$ cat src/rtl/msrr8_load_seq.sv
// Serial load/rotate sequencer for the MSRR8 shift register: shifts a captured
// byte in through sIn/mode, then issues a programmable number of rotates.
module msrr8_load_seq #(
  parameter int          WIDTH     = 8,
  parameter logic [1:0]  MODE_HOLD = 2'b00,
  parameter logic [1:0]  MODE_SHR  = 2'b01,
  parameter logic [1:0]  MODE_SHL  = 2'b10,
  parameter logic [1:0]  MODE_ROT  = 2'b11
) (
  input  logic             clc,
  input  logic             R,
  input  logic             start,
  input  logic [WIDTH-1:0] din,
  input  logic             dir,
  input  logic [2:0]       rot_n,
  output logic             sIn,
  output logic [1:0]       mode,
  output logic             ready,
  output logic             busy,
  output logic             done
);

  localparam logic [1:0] S_IDLE = 2'd0;
  localparam logic [1:0] S_LOAD = 2'd1;
  localparam logic [1:0] S_ROT  = 2'd2;
  localparam logic [1:0] S_DONE = 2'd3;

  localparam int CNT_W = (WIDTH > 1) ? $clog2(WIDTH) : 1;
  localparam logic [CNT_W-1:0] LAST_BIT = CNT_W'(WIDTH - 1);

  logic [1:0]       state;
  logic [WIDTH-1:0] din_q;
  logic             dir_q;
  logic [2:0]       rot_q;
  logic [CNT_W-1:0] bit_cnt;
  logic [2:0]       rot_cnt;

  // Bit idx of the load sequence: LSB first for SHR, MSB first for SHL.
  function automatic logic load_bit(input logic [WIDTH-1:0] d,
                                    input logic msb_first,
                                    input logic [CNT_W-1:0] idx);
    return msb_first ? d[WIDTH-1-int'(idx)] : d[int'(idx)];
  endfunction

  assign ready = (state == S_IDLE);

  always_ff @(posedge clc) begin
    if (R) begin
      state   <= S_IDLE;
      sIn     <= 1'b0;
      mode    <= MODE_HOLD;
      busy    <= 1'b0;
      done    <= 1'b0;
      din_q   <= '0;
      dir_q   <= 1'b0;
      rot_q   <= '0;
      bit_cnt <= '0;
      rot_cnt <= '0;
    end else begin
      case (state)
        S_IDLE: begin
          done <= 1'b0;
          mode <= MODE_HOLD;
          sIn  <= 1'b0;
          if (start) begin
            din_q   <= din;
            dir_q   <= dir;
            rot_q   <= rot_n;
            bit_cnt <= '0;
            state   <= S_LOAD;
            busy    <= 1'b1;
            // Outputs for the first load bit are registered on the accept edge.
            mode    <= dir ? MODE_SHL : MODE_SHR;
            sIn     <= load_bit(din, dir, '0);
          end
        end
        S_LOAD: begin
          if (bit_cnt == LAST_BIT) begin
            sIn <= 1'b0;
            if (rot_q != 3'd0) begin
              state   <= S_ROT;
              mode    <= MODE_ROT;
              rot_cnt <= rot_q;
            end else begin
              state <= S_DONE;
              mode  <= MODE_HOLD;
              busy  <= 1'b0;
              done  <= 1'b1;
            end
          end else begin
            bit_cnt <= bit_cnt + 1'b1;
            sIn     <= load_bit(din_q, dir_q, bit_cnt + 1'b1);
          end
        end
        S_ROT: begin
          rot_cnt <= rot_cnt - 3'd1;
          if (rot_cnt == 3'd1) begin
            state <= S_DONE;
            mode  <= MODE_HOLD;
            busy  <= 1'b0;
            done  <= 1'b1;
          end
        end
        S_DONE: begin
          state <= S_IDLE;
          done  <= 1'b0;
          busy  <= 1'b0;
          mode  <= MODE_HOLD;
          sIn   <= 1'b0;
        end
        default: state <= S_IDLE;
      endcase
    end
  end

endmodule
$ cat config.mk
export PLATFORM = sky130hd
export DESIGN_NAME = msrr8_load_seq
export DESIGN_NICKNAME = d
export VERILOG_FILES = /design/src/rtl/msrr8_load_seq.sv
export SDC_FILE = /design/constraint.sdc
export NUM_CORES = 1
export LEC_CHECK = 0
export BUFFER_PORTS_ARGS = -buffer_cell sky130_fd_sc_hd__buf_2
export CORE_UTILIZATION = 50
export DETAILED_ROUTE_END_ITERATION = 8
export PLACE_DENSITY_LB_ADDON = 0.08
export SLEW_MARGIN = 20
export SYNTH_ARGS = -nofsm -noshare
export SYNTH_HDL_FRONTEND = slang
export SYNTH_SLANG_ARGS = --single-unit
$ cat constraint.sdc
create_clock -name clc -period 1.8 [get_ports clc]
set_input_delay 0.09 -clock clc [delete_from_list [all_inputs] [get_ports clc]]
set_output_delay 0.09 -clock clc [all_outputs]
set_load 0.005 [all_outputs]
## Word-level counts from Yosys, hierarchy flattened

Cells that the tools add are included.

| operators by class | value |
|---|---|
| add/sub/neg operators | 3 |
| $mul | 0 |
| divide/modulo/power cells | 0 |
| magnitude comparators | 2 |
| equality and inequality tests | 11 |
| shift-type cells | 0 |
| mux-type cells | 36 |
| bitwise operators | 0 |
| reductions and logical operators | 13 |

Operators by type and width:

| operator | count |
|---|---|
| 2-bit 2-to-1 mux | 8 |
| 2-bit case mux with 4 select lines | 2 |
| 1-bit 2-to-1 mux | 15 |
| 3-bit 2-to-1 mux | 4 |
| 2-bit inequality test, second input constant | 6 |
| 3-bit case mux with 2 select lines | 2 |
| 3-bit AND reduction | 4 |
| 1-bit binary-select mux with 3-bit select | 2 |
| 1-bit case mux with 3 select lines | 2 |
| 3-bit nonzero test | 2 |
| 4-bit by 5-bit less-than comparator with 1-bit output, second input constant | 1 |
| 2-bit == test, second input constant | 2 |
| 3-bit by 4-bit less-than comparator with 1-bit output, second input constant | 1 |
| 1-bit case mux with 4 select lines | 1 |
| 2-bit AND reduction | 2 |
| 4-bit AND reduction | 1 |
| 2-bit nonzero test | 2 |
| 3-bit by 3-bit subtractor with 4-bit output, first input constant | 1 |
| 3-bit by 1-bit adder with 3-bit output, second input constant | 1 |
| 3-bit by 1-bit == test with 1-bit output, second input constant | 1 |
| 3-bit == test, second input constant | 1 |
| 3-bit by 1-bit subtractor with 3-bit output, second input constant | 1 |
| 2-bit by 1-bit == test with 1-bit output, second input constant | 1 |
| 2-bit logical NOT | 1 |
| 2-bit OR reduction | 1 |

| word-level totals | value |
|---|---|
| flip-flop bits (word level) | 25 |
| latch bits | 0 |
| bits in writable memories | 0 |
| memory bits (read-only) | 0 |
| input bits | 15 |
| output and inout bits | 6 |
| memories | 0 |

## Longest topological paths before layout

Gate-level depths: netlist (run 1).

| depth | value |
|---|---|
| depth in word-level cells | 8 |
| mapped depth | 7 |
| gate-level depth less buffers | 6 |

## Least setup slack after synthesis (run 1)

Ideal clock, no wire load.

| timing path | value |
|---|---|
| path type | register -> register |
| start | register bit_cnt[0] |
| end | register sIn |
| setup time | 0.130 ns |
| arrival | 1.631 ns |
| data required time | 1.670 ns |
| setup slack | 0.040 ns |
| stages on the path, launching flop included | 6 |
| path buffers | 0 |
| period minus slack after synthesis | 1.760 ns |
| cell sequence | dfxtp_1 > ha_1 > ha_1 > mux4_2 > mux2i_1 > o211ai_1 |

| on the way | value |
|---|---|
| word-level cells in the longest chain between the ends | 8 |

RTL lines:

| element | RTL line | source |
|---|---|---|
| start, declared | 35 | `logic [CNT_W-1:0] bit_cnt;` |
| start signal, assigned | 91 | `bit_cnt <= bit_cnt + 1'b1;` |
| 3-bit by 1-bit adder with 3-bit output | 92 | `sIn <= load_bit(din_q, dir_q, bit_cnt + 1'b1);` |
| 3-bit by 3-bit subtractor with 4-bit output | 42 | `return msb_first ? d[WIDTH-1-int'(idx)] : d[int'(idx)];` |
| 1-bit binary-select mux with 3-bit select | 42 |  |
| 1-bit 2-to-1 mux (implied by the code) (2 in series) | 42 |  |
| 1-bit 2-to-1 mux | 42 |  |
| 1-bit 2-to-1 mux * | 78 | `if (bit_cnt == LAST_BIT) begin` |
| 1-bit case mux with 3 select lines * | 60 | `case (state)` |
| end signal, assigned | 74 | `sIn <= load_bit(din, dir, '0);` |
| end signal, assigned | 92 |  |
| end, declared | 16 | `output logic sIn,` |

Mark *: on every way between the ends. The rest lies on a longest branch, timed or not. The select of a mux whose other input is x is not followed.
A chain may end at the register's enable or synchronous reset.

## Final worst setup path (run 1)

| timing path | value |
|---|---|
| start | register bit_cnt[1] |
| end | register sIn |

Same word-level chain as after synthesis.

==> results.txt, run 1 <==
----------------------------------------------------
[Route]
  Final ANT Viol Nets ... 0
  Iteration-0 DRC Markers ... 33
  Final routed DRC violation total ... 0
  Post-DR vias/cell ... 5.50
  Vias post-DR ... 1216
  Avg WL per Cell ... 13.7 um
  Number of optimization iterations in the first detailed-route pass ... 4
  Routed wire length ... 3030 um

[CTS]
  Number of sinks handled by clock tree synthesis ... 25
  # H-tree levels ... 1
  Total clock buffers created by CTS ... 3
  Root Driver ... sky130_fd_sc_hd__clkbuf_4
  Number of buffers on the longest clock path ... 2
  Clk slew on worst S/H paths ... 150 ps
  TritonCTS clock tree ... built
  Worst-Skew Late Latency ... 330 ps

[Hold path]
  Hold path cells ... 3
  Classification of the worst-slack hold path ... input pin to flop

[GRT]
  Total grt overflow ... 0
  Initial antenna violation count ... 0
  Total global-route track usage ... 22.6%
  Wire length of the first global-routing pass ... 4780 um
  Via count of the first global-routing pass ... 1089
  Maximum number of pins on one net before global-route repair ... 25

[Timing]
  Total of endpoints with negative setup slack in the final report ... 0
  Final clock skew ... 4.08 ps
  Final critical path time including I/O delays and setup ... 1690 ps
  Actual transition at the worst max-transition pin ... 500 ps
  Final period utilization ... 93.7%
  Worst rel slew slack ... 66.5%
  Max Clock Freq ... 593 MHz
  Minimum hold slack ... 22.6 ps
  Unrepaired setup endpoints after global routing ... false
  Total negative slack for setup checks ... 0 ps
  Final number of max-transition violations ... 0
  Final number of hold-violating endpoints ... 0

[Floorplan]
  Num rows ... 18
  Starting density of the core ... 54.7%
  Core area ... 0.00257 sq mm
  Width of the chip ... 55.0 um
  Area enclosed by the die boundary ... 0.00302 sq mm
  I/O pin count ... 21
  Height of the die ... 55.0 um

[Power]
  Maximum resistive drop on vdd ... 0.990 mV
  Leakage power total ... 0.695 nW
  Sequential Power Share ... 35.6%
  Switching portion of total power ... 40.3%
  Internal power of the cells ... 1.31 mW
  Switch Pwr ... 0.885 mW
  Power per unit of standard cell area ... 1270 mW/mm^2
  Power share of the combinational group ... 52.0%
  Part of the total power dissipated in the clock network ... 12.3%

[Setup path]
  Required arrival time at the worst endpoint ... 2030 ps
  Worst r2r path cells ... 5
  WP data arrival ... 1920 ps
  Largest driver fanout on the critical path ... 2
  Worst Setup End Kind ... flop
  Worst Setup Start Kind ... flop
  Critical path class ... flop to flop

[Cells and area]
  Fillers ... 215
  Number of nets in the final layout ... 216
  Layout cells sized above 1 ... 25.1%
  Commonest cells after routing, fill and taps aside ... sky130_fd_sc_hd__nand2_1, sky130_fd_sc_hd__dfxtp_1, sky130_fd_sc_hd__buf_2
  Final Instance Area ... 0.00173 sq mm
  Most frequent standard cell in the layout excluding fill and tap cells ... sky130_fd_sc_hd__nand2_1
  Diode insertion count for antenna repair ... 0
  Area overhead of the layout relative to synthesis ... 22.9%

[Logic synthesis]
  Sequential-to-total area share from yosys stat ... 35.7%
  Number of standard cells after synthesis ... 155
  FFs w/ async S/R, synth ... 0%
  Predominant post-synthesis flop cell ... sky130_fd_sc_hd__dfxtp_1
  Post-Syn Area ... 0.00140 sq mm
  Post-synthesis average cell area ... 9.06 sq um
  Number of synthesized flops with an enable pin ... 0
  Number of library cell types mapped by synthesis ... 43
  Synthesis Warnings ... 0
  Synthesis-stage register bit count ... 25
  Synthesized net count ... 179

[Flow run]
  Max-cap violation count ... 0

[Placement]
  Post-DP HPWL ... 2140 um
  Dpl cell area ... 0.00154 sq mm
  # port buffers ... 20
  RD Place Congestion ... 0.810

[Outcome]
  Run status ... complete, no violations

----------------------------------------------------
## synthesized netlist by cell type, drive strengths merged (2+ instances only)
cell	number	area, sq um
nand2	30	113
dfxtp	25	500
a21oi	18	93.8
nor2	11	43.8
mux2i	10	100
ha	9	113
nor2b	5	31.3
buf	4	35.0
inv	4	15.0
a211oi	3	40.0
and2	3	18.8
clkbuf	3	11.3
mux4	3	71.3
nand3	3	15.0
a21bo	2	20.0
clkinv	2	7.51
nand2b	2	12.5
nor4b	2	32.5
o21ai	2	10.0
o31ai	2	20.0
## flip-flops by register name, summed over array words and instances, names as in the netlist, 2 cells and up
| name | flops |
|---|---|
| mode | 2 |
| rot_cnt | 3 |
| din_q | 8 |
| state | 2 |
| rot_q | 3 |
| bit_cnt | 3 |
## power groups by stage
stage | Combinational [mW] | Sequential (mW) | Clock (mW)
2_1_floorplan | 0.807 | 0.782 | 0
3_3_place_gp | 1.04 | 0.784 | 0
3_5_place_dp | 1.06 | 0.790 | 0
4_1_cts | 1.08 | 0.779 | 0.276
5_1_grt | 1.26 | 0.798 | 0.297
6_report | 1.14 | 0.783 | 0.270
## stage by stage
stage          cells  utilization (%)  power (mW)  setup slack, ps
6_report         221             67.2        2.20              113
5_1_grt          221             67.2        2.36             27.7
4_1_cts          219             65.5        2.14             37.8
3_5_place_dp     204             60.0        1.84             10.3
3_3_place_gp     204             60.0        1.82             89.1
2_1_floorplan    155                -        1.59             39.7
## path summary, 6_finish.rpt
| path | from | endpoint | slack, ps |
|---|---|---|---|
| setup / recovery | bit_cnt[1] | sIn | 110 |
| hold / removal | dir | dir_q | 20 |
| setup reg to reg | bit_cnt[1] | sIn | 110 |
| hold reg to reg | din_q[3] | din_q[3] | 480 |
## layer usage
metal  up-vias  part of all wire (%)  track usage [%]
met4         0                   1.5             7.50
met3         4                   4.0             5.74
li1        622                     -                -
met2        26                    44             34.7
met5         -                     0                0
met1       564                    51             30.8
## cell type report
class | instances | area (sq um) | share of cell area (%)
Tap cell | 30 | 37.5 | 2.18
Sequential cell | 25 | 500 | 29.0
Inverter | 6 | 22.5 | 1.31
Clock buffer | 3 | 22.5 | 1.31
Clock inverter | 1 | 7.51 | 0.435
Multi-Input combinational cell | 117 | 865 | 50.1
Timing Repair Buffer | 39 | 270 | 15.7
## critical path: stages, from the launching register on
cell and delay, ps:
sky130_fd_sc_hd__dfxtp_1 360, sky130_fd_sc_hd__ha_1 210, sky130_fd_sc_hd__ha_4 280, sky130_fd_sc_hd__mux4_2 480, sky130_fd_sc_hd__mux2i_1 150, sky130_fd_sc_hd__o211ai_1 110
## cell families (layout without fill, tap and decap cells)
| family | after synthesis | count (layout) | synth area share (%) |
|---|---|---|---|
| simple gates | 59 | 59 | 20.8 |
| compound gates | 36 | 36 | 18.5 |
| flops | 25 | 25 | 35.7 |
| mux | 13 | 13 | 12.2 |
| buf+inv | 13 | 49 | 4.90 |
| fa+ha+maj | 9 | 9 | 8.02 |
## timing repair
action | 4_1_cts | 5_1_grt
setup endpoints to repair | 2 | 6
hold buffers | 11 | 0
setup buffers | 0 | 2
pin swaps | 1 | 2
endpoints found under the hold margin | 11 | 0
gates resized for setup | 1 | 6
cloned | 0 | 0
(Power assumes the default switching activity.)
==> inputs of run 2 (changes only) <==
--- a/config.mk
+++ b/config.mk
@@ -9,6 +9,8 @@
 export CORE_UTILIZATION = 50
 export DETAILED_ROUTE_END_ITERATION = 8
 export PLACE_DENSITY_LB_ADDON = 0.08
+export REMOVE_ABC_BUFFERS = 1
+export SKIP_LAST_GASP = 1
 export SLEW_MARGIN = 20
 export SYNTH_ARGS = -nofsm -noshare
 export SYNTH_HDL_FRONTEND = slang
==> run 2 against run 1 <==
Effect of this change: critical path depth rose by 2; final cell count up 1.4%; power up 2.3%; critical path type unchanged; largest power group unchanged.
==> results.txt, run 2 (synthesized netlist as in run 1, its figures left out) <==
----------------------------------------------------
[Hold path]
  End of the worst hold path ... din_q[7] (was dir_q)
  Hold path cells ... 3 (unchanged)
  Classification of the worst-slack hold path ... input pin to flop (unchanged)
  Hold path startpoint ... din[7] (was dir)

[CTS]
  Number of sinks handled by clock tree synthesis ... 25 (unchanged)
  # H-tree levels ... 1 (unchanged)
  Total clock buffers created by CTS ... 3 (unchanged)
  Clk slew on worst S/H paths ... 140 ps (was 150 ps)
  Number of buffers on the longest clock path ... 2 (unchanged)
  Worst-Skew Late Latency ... 320 ps (was 330 ps)
  TritonCTS clock tree ... built (unchanged)
  Root Driver ... sky130_fd_sc_hd__clkbuf_4 (unchanged)

[Setup path]
  Dominant delay contributor by cell family on the critical path ... compound AO/OA/AOI/OAI gates (was multiplexers)
  WP data arrival ... 1990 ps (was 1920 ps)
  Required arrival time at the worst endpoint ... 2070 ps (was 2030 ps)
  CP max stage delay ... 430 ps (was 480 ps)
  Worst Setup Start Kind ... flop (unchanged)
  Worst Path Buf+Inv ... 2 (was 0)
  Cell at the slowest stage of the critical path ... sky130_fd_sc_hd__dfxtp_1 (was sky130_fd_sc_hd__mux4_2)
  R2r setup slk ... 80 ps (was 110 ps)
  Critical Path, Cell by Cell ... inv_1 -> ha_4 -> nor2b_1 -> a211oi_4 -> buf_4 -> nand3_1 -> a21oi_1 (was ha_1 -> ha_4 -> mux4_2 -> mux2i_1 -> o211ai_1)
  Largest driver fanout on the critical path ... 9 (was 2)
  Worst Setup End Kind ... flop (unchanged)
  Worst r2r path cells ... 7 (was 5)
  Critical path class ... flop to flop (unchanged)
  Launching point of the worst reg2reg path ... state[1] (was bit_cnt[1])
  Reg-to-reg endpoint ... busy (was sIn)

[Route]
  Avg WL per Cell ... 13.8 um (was 13.7 um)
  Iteration-0 DRC Markers ... 30 (was 33)
  Final routed DRC violation total ... 0 (unchanged)
  Vias post-DR ... 1224 (was 1216)
  Number of optimization iterations in the first detailed-route pass ... 6 (was 4)
  Routed wire length ... 3090 um (was 3030 um)
  Post-DR vias/cell ... 5.46 (was 5.50)
  Final ANT Viol Nets ... 0 (unchanged)

[Cells and area]
  Diode insertion count for antenna repair ... 0 (unchanged)
  Area overhead of the layout relative to synthesis ... 24.2% (was 22.9%)
  Number of nets in the final layout ... 219 (was 216)
  Commonest cells after routing, fill and taps aside ... sky130_fd_sc_hd__nand2_1, sky130_fd_sc_hd__dfxtp_1, sky130_fd_sc_hd__buf_2 (unchanged)
  Most frequent standard cell in the layout excluding fill and tap cells ... sky130_fd_sc_hd__nand2_1 (unchanged)
  Flip-flop count of the largest register, all copies and words added ... 8 (unchanged)
  Multi-input combinational cell area ... 862 sq um (was 865 sq um)
  Share of the core filled with cells in the final layout ... 67.9% (was 67.2%)
  Fillers ... 224 (was 215)
  Layout cells sized above 1 ... 24.7% (was 25.1%)
  Final Instance Area ... 0.00174 sq mm (was 0.00173 sq mm)
  Sequential cell area ... 504 sq um (was 500 sq um)
  Register ranked first by flip-flop count ... din_q (unchanged)
  Post-layout instance count excluding filler cells ... 224 (was 221)

[Power]
  Maximum resistive drop on vdd ... 0.858 mV (was 0.990 mV)
  Sum of internal, switching and leakage power ... 2.25 mW (was 2.20 mW)
  Power per unit of standard cell area ... 1290 mW/mm^2 (was 1270 mW/mm^2)
  Leakage power total ... 0.712 nW (was 0.695 nW)

[GRT]
  Maximum number of pins on one net before global-route repair ... 16 (was 25)
  Wire length of the first global-routing pass ... 4880 um (was 4780 um)
  Initial antenna violation count ... 0 (unchanged)
  Total grt overflow ... 0 (unchanged)
  Via count of the first global-routing pass ... 1138 (was 1089)
  Total global-route track usage ... 22.9% (was 22.6%)

[Placement]
  Dpl cell area ... 0.00156 sq mm (was 0.00154 sq mm)
  Total placed cells including tap cells ... 207 (was 204)
  Worst slack after detailed placement ... 49.1 ps (was 10.3 ps)
  RD Place Congestion ... 0.853 (was 0.810)
  # port buffers ... 20 (unchanged)
  Post-DP HPWL ... 2190 um (was 2140 um)

[Outcome]
  Run status ... complete, no violations (unchanged)

[Floorplan]
  Num rows ... 18 (unchanged)
  Height of the die ... 55.0 um (unchanged)
  Core area ... 0.00257 sq mm (unchanged)
  Area enclosed by the die boundary ... 0.00302 sq mm (unchanged)
  I/O pin count ... 21 (unchanged)
  Starting density of the core ... 54.7% (unchanged)
  Width of the chip ... 55.0 um (unchanged)

[Timing]
  Unrepaired setup endpoints after global routing ... true (was false)
  Final number of hold-violating endpoints ... 0 (unchanged)
  Max Clock Freq ... 581 MHz (was 593 MHz)
  Minimum setup slack in the final design ... 80.3 ps (was 113 ps)
  Total negative slack for setup checks ... 0 ps (unchanged)
  Total of endpoints with negative setup slack in the final report ... 0 (unchanged)
  Minimum hold slack ... 10.1 ps (was 22.6 ps)
  Final clock skew ... 2.42 ps (was 4.08 ps)
  Final number of max-transition violations ... 0 (unchanged)
  Actual transition at the worst max-transition pin ... 520 ps (was 500 ps)
  Worst rel slew slack ... 65.1% (was 66.5%)
  Final period utilization ... 95.5% (was 93.7%)
  Final critical path time including I/O delays and setup ... 1720 ps (was 1690 ps)

[Flow run]
  Max-cap violation count ... 0 (unchanged)

----------------------------------------------------
[run 2: cell types whose count changed in the layout (fill, tap and decap cells not counted), sizes merged]
cell         before  now
buf              28   32
clkbuf            3    4
clkinv            1    2
clkinvlp          1    0
dlygate4sd3      11   10
inv               5    4
[run 2: what timing repair did]
action / in CTS / in global routing
endpoints found under the hold margin: 10 / 0
buffers inserted: 0 / 3
setup endpoints to repair: 0 / 11
gates resized for setup: 0 / 6
hold buffers: 10 / 0
[run 2: worst register-to-register path, cell delays in order, from the launching register on]
cell	delay [ps]
sky130_fd_sc_hd__dfxtp_1	430
sky130_fd_sc_hd__inv_1	140
sky130_fd_sc_hd__ha_4	210
sky130_fd_sc_hd__nor2b_1	180
sky130_fd_sc_hd__a211oi_4	330
sky130_fd_sc_hd__buf_4	170
sky130_fd_sc_hd__nand3_1	80
sky130_fd_sc_hd__a21oi_1	140
[run 2: area by class of cell]
type                    count  area share, %
clock buffers               4           1.51
flip-flops and latches     25           28.9
multi-input cells         117           49.5
inverters                   6           1.29
repair buffers             42           16.7
well taps                  30           2.15
[run 2: worst max path at each step]
stage | start | to | slack [ps] | cells past startpoint
floorplan | bit_cnt[0] | sIn | 40 | 5
global placement | state[0] | bit_cnt[0] | 100 | 6
detailed placement | state[1] | state[0] | 50 | 6
CTS | state[1] | state[0] | 20 | 6
global route | state[1] | state[0] | -40 | 6
finish | state[1] | busy | 80 | 7
[run 2: power by group]
group | internal, mW | switching (mW)
Clock | 0.0869 | 0.173
Combinational | 0.594 | 0.601
Sequential | 0.686 | 0.105
[run 2: metal layers]
| layer | vias up | GRT usage [%] | wire (um) |
|---|---|---|---|
| li1 | 627 | - | - |
| met1 | 570 | 26.4 | 1340 |
| met2 | 22 | 42.2 | 1640 |
| met3 | 5 | 3.55 | 65 |
| met4 | 0 | 8.33 | 42 |
| met5 | - | 0 | 0 |
==> inputs of run 3 (changes only) <==
--- a/config.mk
+++ b/config.mk
@@ -6,6 +6,7 @@
 export NUM_CORES = 1
 export LEC_CHECK = 0
 export BUFFER_PORTS_ARGS = -buffer_cell sky130_fd_sc_hd__buf_2
+export CORE_MARGIN = 3
 export CORE_UTILIZATION = 50
 export DETAILED_ROUTE_END_ITERATION = 8
 export PLACE_DENSITY_LB_ADDON = 0.08
==> constraint.sdc (replaced) <==
create_clock -name clc -period 1.8 [get_ports clc]
set_input_delay 0.09 -clock clc [delete_from_list [all_inputs] [get_ports clc]]
set_output_delay 0.09 -clock clc [all_outputs]
set_load 0.02 [all_outputs]
==> run 3 against run 2 <==
Effect of this change: final cell count shrank 0.45%; power is 0.32% higher; highest routed layer unchanged; design area unchanged; via count decreased by 0.65%; global-route usage down 3.8 points; first-iteration DRC count unchanged; largest cell class unchanged; largest power group unchanged; core utilization did not move; clock-buffer cell count decreased by 1; critical path depth down 1; combinational power about the same.
==> results.txt, run 3 (synthesized netlist as in run 1, its figures left out) <==
----------------------------------------------------
[Outcome]
  Run status ... complete, no violations (unchanged)

[Route]
  Avg WL per Cell ... 13.2 um (was 13.8 um)
  Final ANT Viol Nets ... 0 (unchanged)
  Iteration-0 DRC Markers ... 30 (unchanged)
  Routed wire length ... 2950 um (was 3090 um)
  Vias post-DR ... 1216 (was 1224)
  Number of optimization iterations in the first detailed-route pass ... 4 (was 6)
  Final routed DRC violation total ... 0 (unchanged)
  Post-DR vias/cell ... 5.45 (was 5.46)

[Cells and area]
  Area overhead of the layout relative to synthesis ... 24.2% (unchanged)
  Register ranked first by flip-flop count ... din_q (unchanged)
  Number of nets in the final layout ... 218 (was 219)
  Commonest cells after routing, fill and taps aside ... sky130_fd_sc_hd__nand2_1, sky130_fd_sc_hd__dfxtp_1, sky130_fd_sc_hd__buf_2 (unchanged)
  Flip-flop count of the largest register, all copies and words added ... 8 (unchanged)
  Layout cells sized above 1 ... 23.3% (was 24.7%)
  Final Instance Area ... 0.00174 sq mm (unchanged)
  Fillers ... 230 (was 224)
  Diode insertion count for antenna repair ... 0 (unchanged)
  Share of the core filled with cells in the final layout ... 67.9% (unchanged)
  Most frequent standard cell in the layout excluding fill and tap cells ... sky130_fd_sc_hd__nand2_1 (unchanged)
  Post-layout instance count excluding filler cells ... 223 (was 224)

[Setup path]
  Cell at the slowest stage of the critical path ... sky130_fd_sc_hd__dfxtp_4 (was sky130_fd_sc_hd__dfxtp_1)
  WP data arrival ... 1970 ps (was 1990 ps)
  Critical Path, Cell by Cell ... clkinv_1 -> ha_1 -> buf_4 -> a211oi_4 -> a22oi_1 -> o221a_1 (was inv_1 -> ha_4 -> nor2b_1 -> a211oi_4 -> buf_4 -> nand3_1 -> a21oi_1)
  Largest driver fanout on the critical path ... 5 (was 9)
  Required arrival time at the worst endpoint ... 2040 ps (was 2070 ps)
  Critical path class ... flop to flop (unchanged)
  Worst Setup End Kind ... flop (unchanged)
  CP max stage delay ... 400 ps (was 430 ps)
  Worst Setup Start Kind ... flop (unchanged)

[GRT]
  Initial antenna violation count ... 0 (unchanged)
  Gr busiest metal ... met2 (unchanged)
  Wire length of the first global-routing pass ... 5110 um (was 4880 um)
  Met1 usage ... 23.2% (was 26.4%)
  Total grt overflow ... 0 (unchanged)
  Fraction of met3 tracks used by global routing ... 4.58% (was 3.55%)
  Via count of the first global-routing pass ... 1160 (was 1138)
  Maximum number of pins on one net before global-route repair ... 17 (was 16)
  Global Route met2 Usage ... 33.4% (was 42.2%)
  Total global-route track usage ... 19.1% (was 22.9%)

[Placement]
  RD Place Congestion ... 0.896 (was 0.853)
  Dpl cell area ... 0.00156 sq mm (unchanged)
  Total placed cells including tap cells ... 207 (unchanged)
  Post-DP HPWL ... 2230 um (was 2190 um)
  # port buffers ... 20 (unchanged)

[Power]
  Sum of internal, switching and leakage power ... 2.25 mW (about the same)
  Sequential Power Share ... 34.9% (was 35.2%)
  Maximum resistive drop on vdd ... 1.02 mV (was 0.858 mV)
  Switch Pwr ... 0.938 mW (was 0.879 mW)
  Switching portion of total power ... 41.6% (was 39.1%)
  Internal power of the cells ... 1.32 mW (was 1.37 mW)
  Power share of the combinational group ... 52.5% (was 53.2%)
  Leakage power total ... 0.710 nW (was 0.712 nW)
  Power per unit of standard cell area ... 1290 mW/mm^2 (about the same)
  Part of the total power dissipated in the clock network ... 12.5% (was 11.6%)

[Floorplan]
  Area enclosed by the die boundary ... 0.00348 sq mm (was 0.00302 sq mm)
  Height of the die ... 59.0 um (was 55.0 um)
  Num rows ... 18 (unchanged)
  I/O pin count ... 21 (unchanged)
  Width of the chip ... 59.0 um (was 55.0 um)
  Starting density of the core ... 54.7% (unchanged)
  Core area ... 0.00257 sq mm (unchanged)

[Timing]
  Final period utilization ... 95.9% (was 95.5%)
  Final number of hold-violating endpoints ... 0 (unchanged)
  Final clock skew ... 7.79 ps (was 2.42 ps)
  Final number of max-transition violations ... 0 (unchanged)
  Unrepaired setup endpoints after global routing ... true (unchanged)
  Final critical path time including I/O delays and setup ... 1730 ps (was 1720 ps)
  Actual transition at the worst max-transition pin ... 503 ps (was 520 ps)
  Total of endpoints with negative setup slack in the final report ... 0 (unchanged)
  Worst rel slew slack ... 66.3% (was 65.1%)
  Max Clock Freq ... 579 MHz (was 581 MHz)

[Hold path]
  Classification of the worst-slack hold path ... input pin to flop (unchanged)

[CTS]
  Clk slew on worst S/H paths ... 150 ps (was 140 ps)
  TritonCTS clock tree ... built (unchanged)
  # H-tree levels ... 1 (unchanged)
  Number of buffers on the longest clock path ... 2 (unchanged)
  Root Driver ... sky130_fd_sc_hd__clkbuf_4 (unchanged)
  Number of sinks handled by clock tree synthesis ... 25 (unchanged)
  Total clock buffers created by CTS ... 3 (unchanged)
  Worst-Skew Late Latency ... 340 ps (was 320 ps)
  Post-CTS setup buffer count ... 0 (unchanged)

[Flow run]
  Max-cap violation count ... 0 (unchanged)

----------------------------------------------------
run 3: path summary, 6_finish.rpt:
path | startpoint | to | slack, ps | cells past startpoint
worst max-delay path | state[0] | state[0] | 70 | 6
worst min-delay path | R | rot_cnt[1] | 100 | 2
worst max register to register | state[0] | state[0] | 70 | 6
worst min register to register | din_q[2] | din_q[2] | 480 | 2
run 3: area by class of cell:
cell class	count	area (sq um)	area share (%)
Sequential cell	25	504	28.9
Clock buffer	3	22.5	1.29
Inverter	6	22.5	1.29
Timing Repair Buffer	41	288	16.5
Multi-Input combinational cell	117	860	49.3
Clock inverter	1	8.76	0.503
Tap cell	30	37.5	2.15
run 3: routing by layer:
layer	up-vias	routed length (um)	part of all wire, %
met2	14	1460	49
met1	567	1370	47
met4	0	35	1.2
met3	4	83	2.8
li1	631	-	-
met5	-	0	0
run 3: worst max-delay path: cells and delay by family (launching register included):
family / cells / cell delay, ps
buf+inv: 2 / 290
compound gates: 3 / 670
flops: 1 / 400
fa+ha+maj: 1 / 270
run 3: power groups by stage:
| stage | Sequential (mW) | Combinational [mW] | Clock, mW |
|---|---|---|---|
| detailed placement | 0.790 | 1.15 | 0 |
| finish | 0.787 | 1.18 | 0.282 |
| floorplan | 0.834 | 0.765 | 0 |
| CTS | 0.779 | 1.17 | 0.294 |
| global route | 0.804 | 1.31 | 0.317 |
| global placement | 0.785 | 1.12 | 0 |
run 3: timing repair:
action,CTS,global route
hold buffers,12,0
gates resized for setup,0,5
endpoints found under the hold margin,12,0
setup endpoints to repair,0,9
run 3: through the flow:
| step | worst slack (ps) | setup TNS [ps] | hold WS [ps] |
|---|---|---|---|
| after floorplan | 39.7 | 0 | 159 |
| after global placement | 95.2 | 0 | 330 |
| after detailed placement | 46.3 | 0 | 336 |
| after CTS | 21.1 | 0 | 93.7 |
| after global routing | -11.0 | -11.0 | 93.0 |
| final | 73.7 | 0 | 96.7 |
